==> config.mk <==
export PLATFORM = sky130hd
export DESIGN_NAME = ex_div_flat
export DESIGN_NICKNAME = d
export VERILOG_FILES = /design/src/rtl/ex_div_if.sv /design/src/rtl/ex_div.sv /design/src/flat_wrapper.sv
export SDC_FILE = /design/constraint.sdc
export NUM_CORES = 1
export LEC_CHECK = 0
export BUFFER_PORTS_ARGS = -buffer_cell sky130_fd_sc_hd__buf_2
export CAP_MARGIN = 20
export CORE_AREA = 2 2 141 143
export CTS_BUF_LIST = sky130_fd_sc_hd__clkbuf_8
export DETAILED_ROUTE_END_ITERATION = 8
export DIE_AREA = 0 0 143 145
export PLACE_DENSITY = 0.81
export SLEW_MARGIN = 20
export SYNTH_ARGS = -nofsm -noshare
export SYNTH_HDL_FRONTEND = slang
export SYNTH_SLANG_ARGS = --single-unit
==> constraint.sdc <==
create_clock -name clk -period 3.8 [get_ports clk]
set_input_delay 0.19 -clock clk [delete_from_list [all_inputs] [get_ports clk]]
set_output_delay 0.19 -clock clk [all_outputs]
set_load 0.01 [all_outputs]
==> src/rtl/ex_div_if.sv <==
// Request/response bundle between the EX stage and the multi-cycle divider.
// The EX stage drives the master side; the divider is the slave.
interface ex_div_if;
   logic        signed_div_i;
   logic [31:0] opdata1_i;
   logic [31:0] opdata2_i;
   logic        start_i;
   logic        annul_i;
   logic [63:0] result_o;
   logic        ready_o;

   modport master (
      output signed_div_i,
      output opdata1_i,
      output opdata2_i,
      output start_i,
      output annul_i,
      input  result_o,
      input  ready_o
   );

   modport slave (
      input  signed_div_i,
      input  opdata1_i,
      input  opdata2_i,
      input  start_i,
      input  annul_i,
      output result_o,
      output ready_o
   );
endinterface : ex_div_if

==> src/rtl/ex_div.sv <==
// 32-bit restoring divider for the EX stage: one quotient bit per cycle,
// signed or unsigned, result = {remainder, quotient}, cancellable by annul_i.
module ex_div (
   input  logic     clk,
   input  logic     rst,
   ex_div_if.slave  div_bus
);

   typedef enum logic [1:0] {
      DivFree   = 2'd0,
      DivByZero = 2'd1,
      DivOn     = 2'd2,
      DivEnd    = 2'd3
   } div_state_e;

   localparam logic [5:0] LAST_STEP = 6'd32;

   div_state_e  r_state;
   logic [5:0]  r_cnt;
   logic [64:0] r_work;
   logic [31:0] r_divisor;
   logic        r_quot_neg;
   logic        r_rem_neg;
   logic [63:0] r_result;
   logic        r_ready;

   div_state_e  w_state_nxt;
   logic [5:0]  w_cnt_nxt;
   logic [64:0] w_work_nxt;
   logic [31:0] w_divisor_nxt;
   logic        w_quot_neg_nxt;
   logic        w_rem_neg_nxt;
   logic [63:0] w_result_nxt;
   logic        w_ready_nxt;

   logic        w_accept;
   logic [31:0] w_dividend_abs;
   logic [31:0] w_divisor_abs;
   logic [32:0] w_diff;
   logic [31:0] w_quot;
   logic [31:0] w_rem;

   // Magnitudes are only taken for negative operands of a signed divide.
   assign w_dividend_abs = (div_bus.signed_div_i && div_bus.opdata1_i[31])
                         ? (~div_bus.opdata1_i + 32'd1) : div_bus.opdata1_i;
   assign w_divisor_abs  = (div_bus.signed_div_i && div_bus.opdata2_i[31])
                         ? (~div_bus.opdata2_i + 32'd1) : div_bus.opdata2_i;

   assign w_accept = div_bus.start_i && !div_bus.annul_i;

   // The 33rd bit is the borrow: set means the trial subtraction went negative.
   assign w_diff = {1'b0, r_work[63:32]} - {1'b0, r_divisor};

   assign w_quot = r_quot_neg ? (~r_work[31:0]  + 32'd1) : r_work[31:0];
   assign w_rem  = r_rem_neg  ? (~r_work[64:33] + 32'd1) : r_work[64:33];

   always_comb begin
      // NOTE: every output of this block gets a default first so that no path
      // through the case leaves a signal unassigned, which would infer a latch.
      w_state_nxt    = r_state;
      w_cnt_nxt      = r_cnt;
      w_work_nxt     = r_work;
      w_divisor_nxt  = r_divisor;
      w_quot_neg_nxt = r_quot_neg;
      w_rem_neg_nxt  = r_rem_neg;
      w_result_nxt   = r_result;
      w_ready_nxt    = r_ready;

      unique case (r_state)
         DivFree: begin
            w_ready_nxt  = 1'b0;
            w_result_nxt = 64'h0;
            if (w_accept) begin
               if (div_bus.opdata2_i == 32'h0) begin
                  w_state_nxt = DivByZero;
               end else begin
                  w_state_nxt    = DivOn;
                  w_cnt_nxt      = 6'd0;
                  w_work_nxt     = {32'h0, w_dividend_abs, 1'b0};
                  w_divisor_nxt  = w_divisor_abs;
                  w_quot_neg_nxt = div_bus.signed_div_i
                                 & (div_bus.opdata1_i[31] ^ div_bus.opdata2_i[31]);
                  w_rem_neg_nxt  = div_bus.signed_div_i & div_bus.opdata1_i[31];
               end
            end
         end

         DivByZero: begin
            w_result_nxt = 64'h0;
            if (div_bus.annul_i) begin
               w_state_nxt = DivFree;
               w_ready_nxt = 1'b0;
               w_cnt_nxt   = 6'd0;
            end else begin
               w_state_nxt = DivEnd;
               w_ready_nxt = 1'b1;
            end
         end

         DivOn: begin
            if (div_bus.annul_i) begin
               w_state_nxt  = DivFree;
               w_ready_nxt  = 1'b0;
               w_result_nxt = 64'h0;
               w_cnt_nxt    = 6'd0;
            end else if (r_cnt != LAST_STEP) begin
               if (w_diff[32]) begin
                  w_work_nxt = {r_work[63:0], 1'b0};
               end else begin
                  w_work_nxt = {w_diff[31:0], r_work[31:0], 1'b1};
               end
               w_cnt_nxt = r_cnt + 6'd1;
            end else begin
               w_result_nxt = {w_rem, w_quot};
               w_ready_nxt  = 1'b1;
               w_state_nxt  = DivEnd;
            end
         end

         DivEnd: begin
            // annul_i is ignored here: the EX stage drops the result via its own flush.
            if (!div_bus.start_i) begin
               w_state_nxt  = DivFree;
               w_ready_nxt  = 1'b0;
               w_result_nxt = 64'h0;
            end
         end

         default: begin
            w_state_nxt  = DivFree;
            w_ready_nxt  = 1'b0;
            w_result_nxt = 64'h0;
            w_cnt_nxt    = 6'd0;
         end
      endcase
   end

   // NOTE: sequential state uses non-blocking assignments so every register
   // samples the pre-edge values, independent of statement order.
   always_ff @(posedge clk) begin
      if (rst) begin
         r_state    <= DivFree;
         r_cnt      <= 6'd0;
         r_work     <= 65'h0;
         r_divisor  <= 32'h0;
         r_quot_neg <= 1'b0;
         r_rem_neg  <= 1'b0;
         r_result   <= 64'h0;
         r_ready    <= 1'b0;
      end else begin
         r_state    <= w_state_nxt;
         r_cnt      <= w_cnt_nxt;
         r_work     <= w_work_nxt;
         r_divisor  <= w_divisor_nxt;
         r_quot_neg <= w_quot_neg_nxt;
         r_rem_neg  <= w_rem_neg_nxt;
         r_result   <= w_result_nxt;
         r_ready    <= w_ready_nxt;
      end
   end

   assign div_bus.result_o = r_result;
   assign div_bus.ready_o  = r_ready;

endmodule : ex_div

==> src/flat_wrapper.sv <==
// flat-port wrapper written by rule: the top's interface ports become plain ports
module ex_div_flat 
  (clk, rst, div_bus_signed_div_i, div_bus_opdata1_i, div_bus_opdata2_i, div_bus_start_i, div_bus_annul_i, div_bus_result_o, div_bus_ready_o);
  ex_div_if div_bus_i ();
  input  logic clk;
  input  logic rst;
  input wire logic [$bits(div_bus_i.signed_div_i)-1:0] div_bus_signed_div_i;
  input wire logic [$bits(div_bus_i.opdata1_i)-1:0] div_bus_opdata1_i;
  input wire logic [$bits(div_bus_i.opdata2_i)-1:0] div_bus_opdata2_i;
  input wire logic [$bits(div_bus_i.start_i)-1:0] div_bus_start_i;
  input wire logic [$bits(div_bus_i.annul_i)-1:0] div_bus_annul_i;
  output wire logic [$bits(div_bus_i.result_o)-1:0] div_bus_result_o;
  output wire logic [$bits(div_bus_i.ready_o)-1:0] div_bus_ready_o;
  assign div_bus_i.signed_div_i = div_bus_signed_div_i;
  assign div_bus_i.opdata1_i = div_bus_opdata1_i;
  assign div_bus_i.opdata2_i = div_bus_opdata2_i;
  assign div_bus_i.start_i = div_bus_start_i;
  assign div_bus_i.annul_i = div_bus_annul_i;
  assign div_bus_result_o = div_bus_i.result_o;
  assign div_bus_ready_o = div_bus_i.ready_o;
  ex_div u_core (.clk(clk), .rst(rst), .div_bus(div_bus_i));
endmodule
; ---- Word-level counts from Yosys, hierarchy flattened
; Index checks and enable logic that the tools add are counted.
[word_totals]
register_bits = 172
output_inout_bits = 65
wordCells = 80
[op_classes]
addsub = 6
n_eq_ne = 12
n_mux = 32
bitwise = 8
reduce_logical = 14
[op_table]
columns = cell, count
row1 = 2-to-1 mux 65 bit, 5
row2 = 2-to-1 mux 64 bit, 3
row3 = case mux 64 bit (3 select lines), 1
row4 = case mux 65 bit (2 select lines), 1
row5 = adder 32 x 1 -> 32 bit (second input constant), 4
row6 = 2-to-1 mux 32 bit, 4
row7 = inverter 32 bit, 4
row8 = subtractor 32 x 32 -> 33 bit, 1
row9 = logical NOT 32 bit, 1
row10 = 2-to-1 mux 6 bit, 5
row11 = case mux 6 bit (3 select lines), 1
row12 = 2-to-1 mux 2 bit, 6
row13 = AND reduction 5 bit, 2
row14 = inequality test 2 bit (second input constant), 4
row15 = case mux 2 bit (4 select lines), 1
row16 = adder 6 x 1 -> 6 bit (second input constant), 1
row17 = inequality test 6 bit (second input constant), 1
row18 = AND reduction 3 bit, 2
row19 = equality test 2 bit (second input constant), 2
row20 = 2-to-1 mux 1 bit, 4
row21 = inequality test 2 x 1 -> 1 bit (second input constant), 2
row22 = case mux 1 bit (4 select lines), 1
row23 = logical AND 1 bit, 3
row24 = inequality test 3 x 2 -> 1 bit (second input constant), 1
row25 = other kinds (11), 12

; ---- Logic depth before layout (Yosys ltp)
; Gate-level depths: netlist (run 1).
[depth]
depth_word = 6
mapped_depth = 12

; ---- Worst setup path before layout (run 1)
; Ideal clock, no wire load.
[synth_timing]
kind = reg2reg
start = reg u_core.r_work[32]
end = reg u_core.r_work[62]
setup_ns = 0.117
arrival_ns = 2.713
required_time_ns = 3.683
slack_ns = 0.970
stages_incl_launch_ff = 13
path_buffers = 1
synth_period_minus_slack_ns = 2.830
cell_sequence = dfxtp_1 > inv_1 > ha_1 > fa_1 > nand2b_1 > a21oi_1 > o41a_1 > o221ai_1 > o311a_1 > o21ai_1 > clkbuf_1 > nand3_1 > a22o_1
[synth_between]
elab_chain_cells = 5
[synth_lines]
columns = item, line
row1 = from (decl), ex_div.sv:20  ; logic [64:0] r_work;
row2 = from (signal assigned), ex_div.sv:153  ; r_work <= w_work_nxt;
row3 = subtractor 32 x 32 -> 33 bit, ex_div.sv:52  ; assign w_diff = {1'b0, r_work[63:32]} - {1'b0, r_divisor};
row4 = 2-to-1 mux 65 bit, ex_div.sv:107  ; if (w_diff[32]) begin
row5 = 2-to-1 mux 65 bit, ex_div.sv:106  ; end else if (r_cnt != LAST_STEP) begin
row6 = 2-to-1 mux 65 bit, ex_div.sv:101  ; if (div_bus.annul_i) begin
row7 = case mux 65 bit (2 select lines), ex_div.sv:69  ; unique case (r_state)
; Every way passes these cells. The select of a mux whose other input is x is not followed.
; A chain may end at the register's enable or synchronous reset.

; ---- Worst setup path after layout (run 1)
[layout_timing]
start = reg u_core.r_work[33]
end = reg u_core.r_work[45]
; Same word-level chain as after synthesis.

==> metrics.yaml, run 1 <==
global_routing:
  grt_first_pass_wirelength_um: 50300
  met1_usage_pct: 44.2
  globalRoute.busiestLayer: "met1"
  fraction_of_met3_tracks_used_by_global_routing_pct: 6.27
  grt_max_degree: 78
  global_route.usage.total_pct: 29.7
  grt_use_met2_pct: 42.8
  globalRoute.totalOverflow: 0
  initial_antenna_violation_count: 1
  first_global_vias: 9915
finish:
  layout-drive-gt1-share_pct: 13.2
  syn2layout_area_growth_pct: 10.0
  design.final.nets: 1688
die:
  fp.coreArea_um2: 19200
  num_rows: 51
  ports_placed_on_the_boundary: 134
  design.die.area_um2: 20700
  die-width_um: 143
  start_util_pct: 59.2
  chipHeight_um: 145
pwr:
  comb_power_share_pct: 42.1
  internal_power_mw: 3.41
  vdd.ir_drop.worst_mv: 0.245
  switching_share_pct: 42.8
  power_frac_seq_pct: 36.7
  power_density_nw_per_um2: 476
  leakagePower_nw: 5.15
  p_switching_mw: 2.55
  clock_power_share_pct: 21.2
synthesis:
  post-synth-top-area-fraction_pct: 30.3
  count_of_synthesis_stage_warnings_from_yosys: 0
  yosys.area.top_type: "dfxtp_1"
  synth.avg_cell_area_um2: 7.59
  post_synth_instance_area_um2: 11400
  synth_top_flop_cell: "dfxtp_1"
  netlist-cell-type-count: 78
  synth_sequential_area_ratio_pct: 30.3
  async_flop_share_pct: 0
  synth_fp_nets: 1613
  synth_top_cells_by_count: "nand2_1 (192), dfxtp_1 (172), nor2_1 (152)"
  ys_ff_latch: 172
  synth_most_common_cell: "nand2_1"
  synth.area.top_cells: "dfxtp_1 (30%), nand2_1 (6.3%), xnor2_1 (5.6%), xor2_1 (5.5%), o21ai_0 (5.3%)"
  syn-instance-count: 1498
  synth-edff-count: 0
route:
  finalWirelength_um: 30900
  route.vias.total: 11000
  route.detailed.vias_per_inst: 5.96
  drt_pass1_iterations: 5
  first_iter_violations: 1035
  wl_per_cell_um: 16.7
  final_antenna_net_count: 0
  post-route-drc-count: 0
sta:
  worst-slew-pin-transition_ps: 909
  max_clock_freq_mhz: 313
  maxSlewHeadroom_pct: 39.4
  setup_tns_after_final_layout_ps: 0
  rsz0062_at_grt: "false"
  final-setup-viol-count: 0
  hold_vio_cnt_final: 0
  layout_worst_path_cycle_share_pct: 84.2
  slew_violations: 0
  timing.clock.skew_ps: 11.1
  final_critical_path_setup_slack_ps: 600
  finalCriticalPeriod_ps: 3200
worst_setup_path:
  end_kind: "flop"
  rr_startpoint: "u_core.r_work[33]"
  cp_data_required_time_ps: 4140
  critical_path_class: "reg2reg"
  crit-reg2reg-capture: "u_core.r_work[45]"
  ff2ff_setup_slack_ps: 600
  timing.critical_path.arrival_ps: 3540
  critical_path.max_fanout: 20
  timing.reg2reg.worst_path_depth: 11
  crit_path_start_kind: "flop"
outcome:
  run_status: "finished clean"
cts:
  clk_latency_ps: 480
  cts_htree_levels: 4
  number_of_buffers_created_by_cts: 17
  cts_root_buf: "clkbuf_8"
  cts_resized: 0
  tritoncts: "built"
  maximum_buffer_depth_of_the_clock_tree: 2
  clock_transition_time_at_the_flip_flop_clock_pins_of_the_worst_setup_and_hold_paths_ps: 100
  clock_sinks: 172
place:
  globalplace.congestion: 0.965
  port_buffers: 133
  dpl_worst_slack_ps: 670
  place.detailed.hpwl_um: 23100
job:
  timing.max_cap.violations: 0
min_path:
  worst_hold_path.num_cells: 4
  min_delay_worst_type: "in2reg"
  hp-start: "div_bus_opdata2_i[26]"
  worstHoldEndpoint: "u_core.r_divisor[26]"
critical path: stages, from the launching register on:
cell,delay [ps]
dfxtp_1,440
inv_1,140
fa_1,410
nand2b_1,220
a21oi_1,260
o41a_1,240
o221ai_1,160
o311a_1,380
o21ai_2,150
buf_4,340
mux2i_1,220
o21ai_0,100
layout make-up:
cell class              instances  area [µm²]
multi-input cells            1173        7320
fillers                      1702        6700
flip-flops and latches        172        3440
repair buffers                151         808
well taps                     265         332
clock buffers                  17         234
inverters                      58         218
clock inverters                15         149
diodes                          1        2.50
placed cells by master (no fill, tap or decap), types with 6 or more instances in the layout:
master      n
o41ai_1    11
inv_1      58
nor2b_1     9
nand2b_1   17
xor2_1     71
a31oi_1     7
xnor2_1    73
and2_1      8
a211oi_1   34
buf_4      17
o21ai_0   119
or3_1      15
o21ai_1     7
and3_1     11
a22oi_1    35
mux2i_1    26
a21oi_1   114
nand3_1    26
nor2_1    152
o211ai_1   12
buf_2     132
a32oi_1     8
dfxtp_1   172
nor4_1     15
o21bai_1    6
nand2_1   192
o31ai_1    25
clkbuf_8   17
nor3_1     28
or2_2       6
ha_1       44
nand4_1     7
or4_1       9
a21o_1     13
per-layer routing:
layer	vias to the layer above	routed length, µm
met3	44	3130
met1	5075	14400
met5	-	96
li1	5453	-
met2	460	12800
met4	2	489
how the worst max path moves through the flow:
stage                      start                end  slack [ps]  cells past startpoint
3_5_place_dp   u_core.r_work[33]  u_core.r_work[45]         670                     11
4_1_cts        u_core.r_work[33]  u_core.r_work[45]         640                     11
2_1_floorplan  u_core.r_work[32]  u_core.r_work[62]         970                     12
3_3_place_gp   u_core.r_work[33]  u_core.r_work[57]         780                     10
5_1_grt        u_core.r_work[33]  u_core.r_work[45]         340                     11
6_report       u_core.r_work[33]  u_core.r_work[45]         600                     11
cell families after synthesis:
kind of cell,Yosys count,share of synthesized area (%)
and+or+nand+nor,518,21.1
muxes,26,2.29
adders and majority gates,46,5.13
xor gates and xnor gates,144,11.1
AOI/OAI and AO/OA,439,24.6
buffers and inverters,153,5.47
DFF,172,30.3
power groups by stage:
stage               combinational, mW  sequential (mW)  clock (mW)
finish                           2.51             2.19        1.26
detailed placement               2.45             2.21           0
global placement                 2.41             2.20           0
CTS                              2.47             2.17        1.28
global route                     2.79             2.20        1.35
floorplan                        1.94             2.13           0
through the flow:
step	power, mW	cell area [µm²]	util (%)	cells	hold WS, ps
after CTS	5.92	12500	65.1	1851	28.8
after global routing	6.34	12500	65.1	1852	45.3
final	5.96	12500	65.1	1852	45.7
after detailed placement	4.66	12100	63.0	1817	436
after floorplan	4.07	11400	-	1498	326
after global placement	4.61	12100	63.0	1817	433
state kept, by name, summed over array words and instances (netlist names):
signal and count:
u_core.div_bus.ready_o 1, u_core.div_bus.result_o 64, u_core.r_cnt 6, u_core.r_divisor 32, u_core.r_quot_neg 1, u_core.r_rem_neg 1, u_core.r_state 2, u_core.r_work 65
what timing repair did:
item | in CTS | in global routing
buffers inserted | 0 | 0
hold buffers | 2 | 0
hold endpoints to repair | 2 | 0
endpoints found under the setup margin | 0 | 0
Note: power is estimated with default switching activity, not from simulation.
==> run 2: changes to the inputs <==
- clock period: 3.8 -> 3.12 ns (I/O delays scaled with it)
==> run 2 against run 1 <==
  * Wire length up 1.4%
  * Highest routed layer is now met4
  * Sequential share of layout area decreased by 0.79 points
  * Largest power group unchanged
  * Clock power rose by 23%
  * Via count increased by 1.6%
  * Sequential power rose by 21%
  * Non-clock buffer count rose by 38
  * Largest cell class unchanged
  * Critical endpoint is now u_core.r_work[62]
  * Final area is 2.9% higher
  * Maximum frequency up 6.3%
  * Global-route usage rose by 0.43 points
  * Core utilization rose by 1.9 points
  * Sequential cell count unchanged
==> metrics.yaml, run 2 (synthesized netlist as in run 1, its figures left out) <==
finish:
  layout-drive-gt1-share_pct: 15.6  # was 13.2%
  syn2layout_area_growth_pct: 13.3  # was 10.0%
  num_antenna_cells: 0  # was 1
  design.final.nets: 1726  # was 1688
  post_route_non_filler_standard_cell_count: 1889  # was 1852
  finish.utilization_pct: 67.0  # was 65.1%
  design_area_um2: 12900  # was 12500 µm²
  final.fill_count: 1651  # was 1702
  largest_reg_flops: 65  # unchanged
  mostFrequentLayoutCells: "nand2_1 (192), dfxtp_1 (172), nor2_1 (152)"  # unchanged
  top_register: "u_core.r_work"  # unchanged
  leading_cell_type_in_the_layout_fill_and_taps_excluded: "nand2_1"  # unchanged
route:
  first_iter_violations: 1089  # was 1035
  route.vias.total: 11200  # was 11000
  route.detailed.vias_per_inst: 5.94  # was 5.96
  finalWirelength_um: 31400  # was 30900 µm
  post-route-drc-count: 0  # unchanged
  drt_pass1_iterations: 5  # unchanged
  wl_per_cell_um: 16.6  # was 16.7 µm
  final_antenna_net_count: 0  # unchanged
cts:
  maximum_buffer_depth_of_the_clock_tree: 2  # unchanged
  clk_latency_ps: 480  # about the same
  tritoncts: "built"  # unchanged
  clock_transition_time_at_the_flip_flop_clock_pins_of_the_worst_setup_and_hold_paths_ps: 100  # about the same
  clock_sinks: 172  # unchanged
  cts_htree_levels: 4  # unchanged
  number_of_buffers_created_by_cts: 17  # unchanged
  cts_root_buf: "clkbuf_8"  # unchanged
die:
  start_util_pct: 59.2  # unchanged
  chipHeight_um: 145  # unchanged
  die-width_um: 143  # unchanged
  ports_placed_on_the_boundary: 134  # unchanged
  design.die.area_um2: 20700  # unchanged
  fp.coreArea_um2: 19200  # unchanged
  num_rows: 51  # unchanged
sta:
  worst-slew-pin-transition_ps: 956  # was 909 ps
  final_critical_path_setup_slack_ps: 109  # was 600 ps
  rsz0062_at_grt: "false"  # unchanged
  max_clock_freq_mhz: 332  # was 313 MHz
  final-setup-viol-count: 0  # unchanged
  hold_slack_ps: 10.1  # was 45.7 ps
  setup_tns_after_final_layout_ps: 0  # unchanged
  slew_violations: 0  # unchanged
  layout_worst_path_cycle_share_pct: 96.5  # was 84.2%
  maxSlewHeadroom_pct: 36.2  # was 39.4%
  hold_vio_cnt_final: 0  # unchanged
  timing.clock.skew_ps: 16.2  # was 11.1 ps
  finalCriticalPeriod_ps: 3010  # was 3200 ps
global_routing:
  global_route.usage.total_pct: 30.1  # was 29.7%
  first_global_vias: 10000  # was 9915
  globalRoute.totalOverflow: 0  # unchanged
  grt_max_degree: 74  # was 78
  grt_first_pass_wirelength_um: 50900  # was 50300 µm
  initial_antenna_violation_count: 0  # was 1
place:
  dpl_worst_slack_ps: 32.7  # was 670 ps
  dp_cell_count: 1851  # was 1817
  globalplace.congestion: 0.953  # was 0.965
  dpl_cell_area_um2: 12400  # was 12100 µm²
  port_buffers: 133  # unchanged
  place.detailed.hpwl_um: 23700  # was 23100 µm
worst_setup_path:
  critical_path_class: "reg2reg"  # unchanged
  ff2ff_setup_slack_ps: 110  # was 600 ps
  crit_path_start_kind: "flop"  # unchanged
  cp_data_required_time_ps: 3500  # was 4140 ps
  timing.critical_path.arrival_ps: 3390  # was 3540 ps
  critical_path.max_fanout: 4  # was 20
  end_kind: "flop"  # unchanged
  timing.reg2reg.worst_path_depth: 13  # was 11
pwr:
  vdd.ir_drop.worst_mv: 0.330  # was 0.245 mV
  power_density_nw_per_um2: 581  # was 476 nW/µm²
  leakagePower_nw: 5.36  # was 5.15 nW
  total_power_mw: 7.47  # was 5.96 mW
outcome:
  run_status: "finished clean"  # unchanged
min_path:
  worst_hold_path.num_cells: 4  # unchanged
  min_delay_worst_type: "in2reg"  # unchanged
job:
  timing.max_cap.violations: 0  # unchanged
-- run 2: changes by cell type in the layout (fill, tap and decap cells not counted), moves of 2 or more --
| cell | delta |
|---|---|
| clkinv_4 | -3 |
| buf_4 | +35 |
| clkinvlp_4 | +3 |
| buf_12 | +2 |
-- run 2: final cells by class --
| class | instances | area, µm² | area share, % |
|---|---|---|---|
| clock buffer | 17 | 234 | 1.82 |
| timing repair buffer | 189 | 1130 | 8.75 |
| multi-input combinational | 1173 | 7370 | 57.2 |
| tap | 265 | 332 | 2.58 |
| clock inverter | 15 | 153 | 1.19 |
| sequential | 172 | 3440 | 26.7 |
| inverter | 58 | 218 | 1.69 |
-- run 2: worst paths after layout --
check / startpoint / to
min reg2reg: u_core.div_bus.result_o[25] / u_core.div_bus.result_o[25]
max reg2reg: u_core.r_work[32] / u_core.r_work[62]
min: div_bus_opdata2_i[22] / u_core.r_divisor[22]
max: u_core.r_work[32] / u_core.r_work[62]
-- run 2: critical path: stages (launching register included) --
cell      delay [ps]
dfxtp_1          330
inv_1             70
ha_1             200
fa_1             370
nand2b_1         180
a21oi_2          190
o41a_1           210
o221ai_2         150
o311a_4          410
o21ai_4          250
buf_4            160
buf_4            120
nand3_1           90
a22o_1           190
-- run 2: report_power, final --
| part | total (mW) | leakage, nW | internal (mW) | switching [mW] |
|---|---|---|---|---|
| combinational | 3.27 | 3.78 | 1.30 | 1.98 |
| clock | 1.55 | 0.184 | 0.592 | 0.955 |
| sequential | 2.65 | 1.39 | 2.40 | 0.254 |
-- run 2: layer usage --
layer / GRT usage [%] / vias to the layer above / routed length (µm)
met1: 46.9 / 5126 / 14800
met2: 41.8 / 503 / 12800
met5: 0 / - / 0
li1: - / 5530 / -
met4: 8.07 / 0 / 625
met3: 5.91 / 56 / 3090
-- run 2: what timing repair did --
action,CTS,global route
hold buffers,2,0
endpoints found under the setup margin,0,30
endpoints found under the hold margin,2,0
gates resized for setup,0,14
buffers inserted,0,4
==> run 3: changes to the inputs <==
- CELL_PAD_IN_SITES_DETAIL_PLACEMENT: not set -> 0
- CELL_PAD_IN_SITES_GLOBAL_PLACEMENT: not set -> 1
- CORE_AREA: 2 2 141 143 -> 2 2 162 164
- DIE_AREA: 0 0 143 145 -> 0 0 164 166
- PLACE_DENSITY: 0.81 -> not set
- PLACE_DENSITY_LB_ADDON: not set -> 0.1
==> run 3 against run 2 <==
  * Register-to-register slack gained 40 ps
  * Via count fell by 2.6%
  * Clock power barely moved
  * Sequential cell count unchanged
  * Maximum frequency is 1.4% higher
  * Hold slack improved by 17 ps
  * Core utilization shrank 16 points
  * Cell count is 4.8% higher
  * Wire length grew 6.1%
  * Final area increased by 2.0%
  * Non-clock buffer count rose by 20
  * Sequential share of layout area fell by 0.50 points
  * Critical endpoint is now u_core.r_work[55]
==> metrics.yaml, run 3 (synthesized netlist as in run 1, its figures left out) <==
route:
  drt_pass1_iterations: 5  # unchanged
  final_antenna_net_count: 0  # unchanged
  route.met2.wl_um: 12900  # was 12800 µm
  detailroute.wirelength.met3_um: 2110  # was 3090 µm
  route.vias.total: 10900  # was 11200
  route.detailed.vias_per_inst: 5.52  # was 5.94
  wl_per_cell_um: 16.8  # was 16.6 µm
  first_iter_violations: 921  # was 1089
  routed.top_layer: "met4"  # unchanged
  finalWirelength_um: 33300  # was 31400 µm
  detail_route.wirelength.met1_um: 18000  # was 14800 µm
  post-route-drc-count: 0  # unchanged
global_routing:
  grt_first_pass_wirelength_um: 53800  # was 50900 µm
  grt_max_degree: 69  # was 74
  globalRoute.totalOverflow: 0  # unchanged
  first_global_vias: 9983  # was 10000
  initial_antenna_violation_count: 0  # unchanged
  global_route.usage.total_pct: 24.5  # was 30.1%
worst_setup_path:
  critical_path_class: "reg2reg"  # unchanged
  cp_data_required_time_ps: 3470  # was 3500 ps
  end_kind: "flop"  # unchanged
  timing.critical_path.arrival_ps: 3310  # was 3390 ps
  critical_path.max_fanout: 13  # was 4
  crit_path_start_kind: "flop"  # unchanged
pwr:
  leakagePower_nw: 5.48  # was 5.36 nW
  power_density_nw_per_um2: 577  # was 581 nW/µm²
  vdd.ir_drop.worst_mv: 0.378  # was 0.330 mV
place:
  globalplace.congestion: 0.922  # was 0.953
  port_buffers: 133  # unchanged
  place.detailed.hpwl_um: 25100  # was 23700 µm
  dpl_worst_slack_ps: 56.0  # was 32.7 ps
sta:
  max_clock_freq_mhz: 337  # was 332 MHz
  slew_violations: 0  # unchanged
  final-setup-viol-count: 0  # unchanged
  layout_worst_path_cycle_share_pct: 95.1  # was 96.5%
  worst-slew-pin-transition_ps: 987  # was 956 ps
  timing.clock.skew_ps: 18.0  # was 16.2 ps
  hold_vio_cnt_final: 0  # unchanged
  final_critical_path_setup_slack_ps: 152  # was 109 ps
  finalCriticalPeriod_ps: 2970  # was 3010 ps
  maxSlewHeadroom_pct: 33.9  # was 36.2%
finish:
  layout-drive-gt1-share_pct: 16.7  # was 15.6%
  top_register: "u_core.r_work"  # unchanged
  largest_reg_flops: 65  # unchanged
  leading_cell_type_in_the_layout_fill_and_taps_excluded: "nand2_1"  # unchanged
  syn2layout_area_growth_pct: 15.5  # was 13.3%
  num_antenna_cells: 0  # unchanged
  design.final.nets: 1746  # was 1726
  finish.utilization_pct: 51.3  # was 67.0%
  mostFrequentLayoutCells: "nand2_1 (192), dfxtp_1 (170), nor2_1 (152)"  # was nand2_1 (192), dfxtp_1 (172), nor2_1 (152)
cts:
  clk_latency_ps: 470  # was 480 ps
  cts_htree_levels: 4  # unchanged
  clock_transition_time_at_the_flip_flop_clock_pins_of_the_worst_setup_and_hold_paths_ps: 100  # about the same
  maximum_buffer_depth_of_the_clock_tree: 2  # unchanged
  tritoncts: "built"  # unchanged
  number_of_buffers_created_by_cts: 17  # unchanged
  cts_root_buf: "clkbuf_8"  # unchanged
  clock_sinks: 172  # unchanged
min_path:
  min_delay_worst_type: "in2reg"  # unchanged
die:
  chipHeight_um: 166  # was 145 µm
  ports_placed_on_the_boundary: 134  # unchanged
  die-width_um: 164  # was 143 µm
  fp.coreArea_um2: 25600  # was 19200 µm²
  start_util_pct: 44.4  # was 59.2%
  design.die.area_um2: 27200  # was 20700 µm²
  num_rows: 59  # was 51
outcome:
  run_status: "finished clean"  # unchanged
job:
  timing.max_cap.violations: 0  # unchanged
run 3: power breakdown:
part           internal (mW)  switching (mW)
Clock                  0.596           0.972
Sequential              2.40           0.258
Combinational           1.36            1.99
Total                   4.35            3.22
run 3: repair_timing:
item	CTS	global route
buffers inserted	0	10
endpoints found under the hold margin	1	0
setup endpoints to repair	0	21
gates resized for setup	0	9
hold buffers	1	0
run 3: through the flow:
step           std cells  cell area (µm²)  hold slack (ps)  setup TNS, ps  total power, mW
2_1_floorplan       1498            11400              292              0             4.96
3_3_place_gp        1935            12600              432              0             5.90
3_5_place_dp        1935            12600              436              0             5.91
4_1_cts             1968            13000           0.0428              0             7.49
5_1_grt             1979            13100             21.5          -43.5             8.11
6_report            1979            13100             27.3              0             7.57
run 3: cell type report:
cell class                      count  area, µm²
Clock buffer                       17        234
Clock inverter                     15        149
Fill cell                        2564      12500
Inverter                           58        218
Multi-Input combinational cell   1173       7350
Sequential cell                   172       3450
Tap cell                          335        419
Timing Repair Buffer              209       1310
run 3: worst max-delay path, stage by stage, from the launching register on:
cell	delay (ps)
dfxtp_1	320
inv_1	50
ha_1	420
and3_1	270
o211a_1	170
o41a_1	190
o221ai_1	170
o311a_1	460
o21ai_4	210
buf_4	160
clkbuf_16	170
mux2i_1	180
o21ai_0	80
run 3: per-layer routing:
layer | GRT usage [%] | vias to the layer above
met2 | 33.0 | 312
met1 | 40.4 | 5030
met5 | 0 | -
li1 | - | 5563
met3 | 3.27 | 19
met4 | 5.11 | 0
run 3: final timing paths:
path,startpoint,end,slack (ps),cells after the start
max,u_core.r_divisor[11],u_core.r_work[55],150,12
min,div_bus_opdata2_i[22],u_core.r_divisor[22],30,4
max reg2reg,u_core.r_divisor[11],u_core.r_work[55],150,12
min reg2reg,u_core.div_bus.result_o[55],u_core.div_bus.result_o[55],450,2
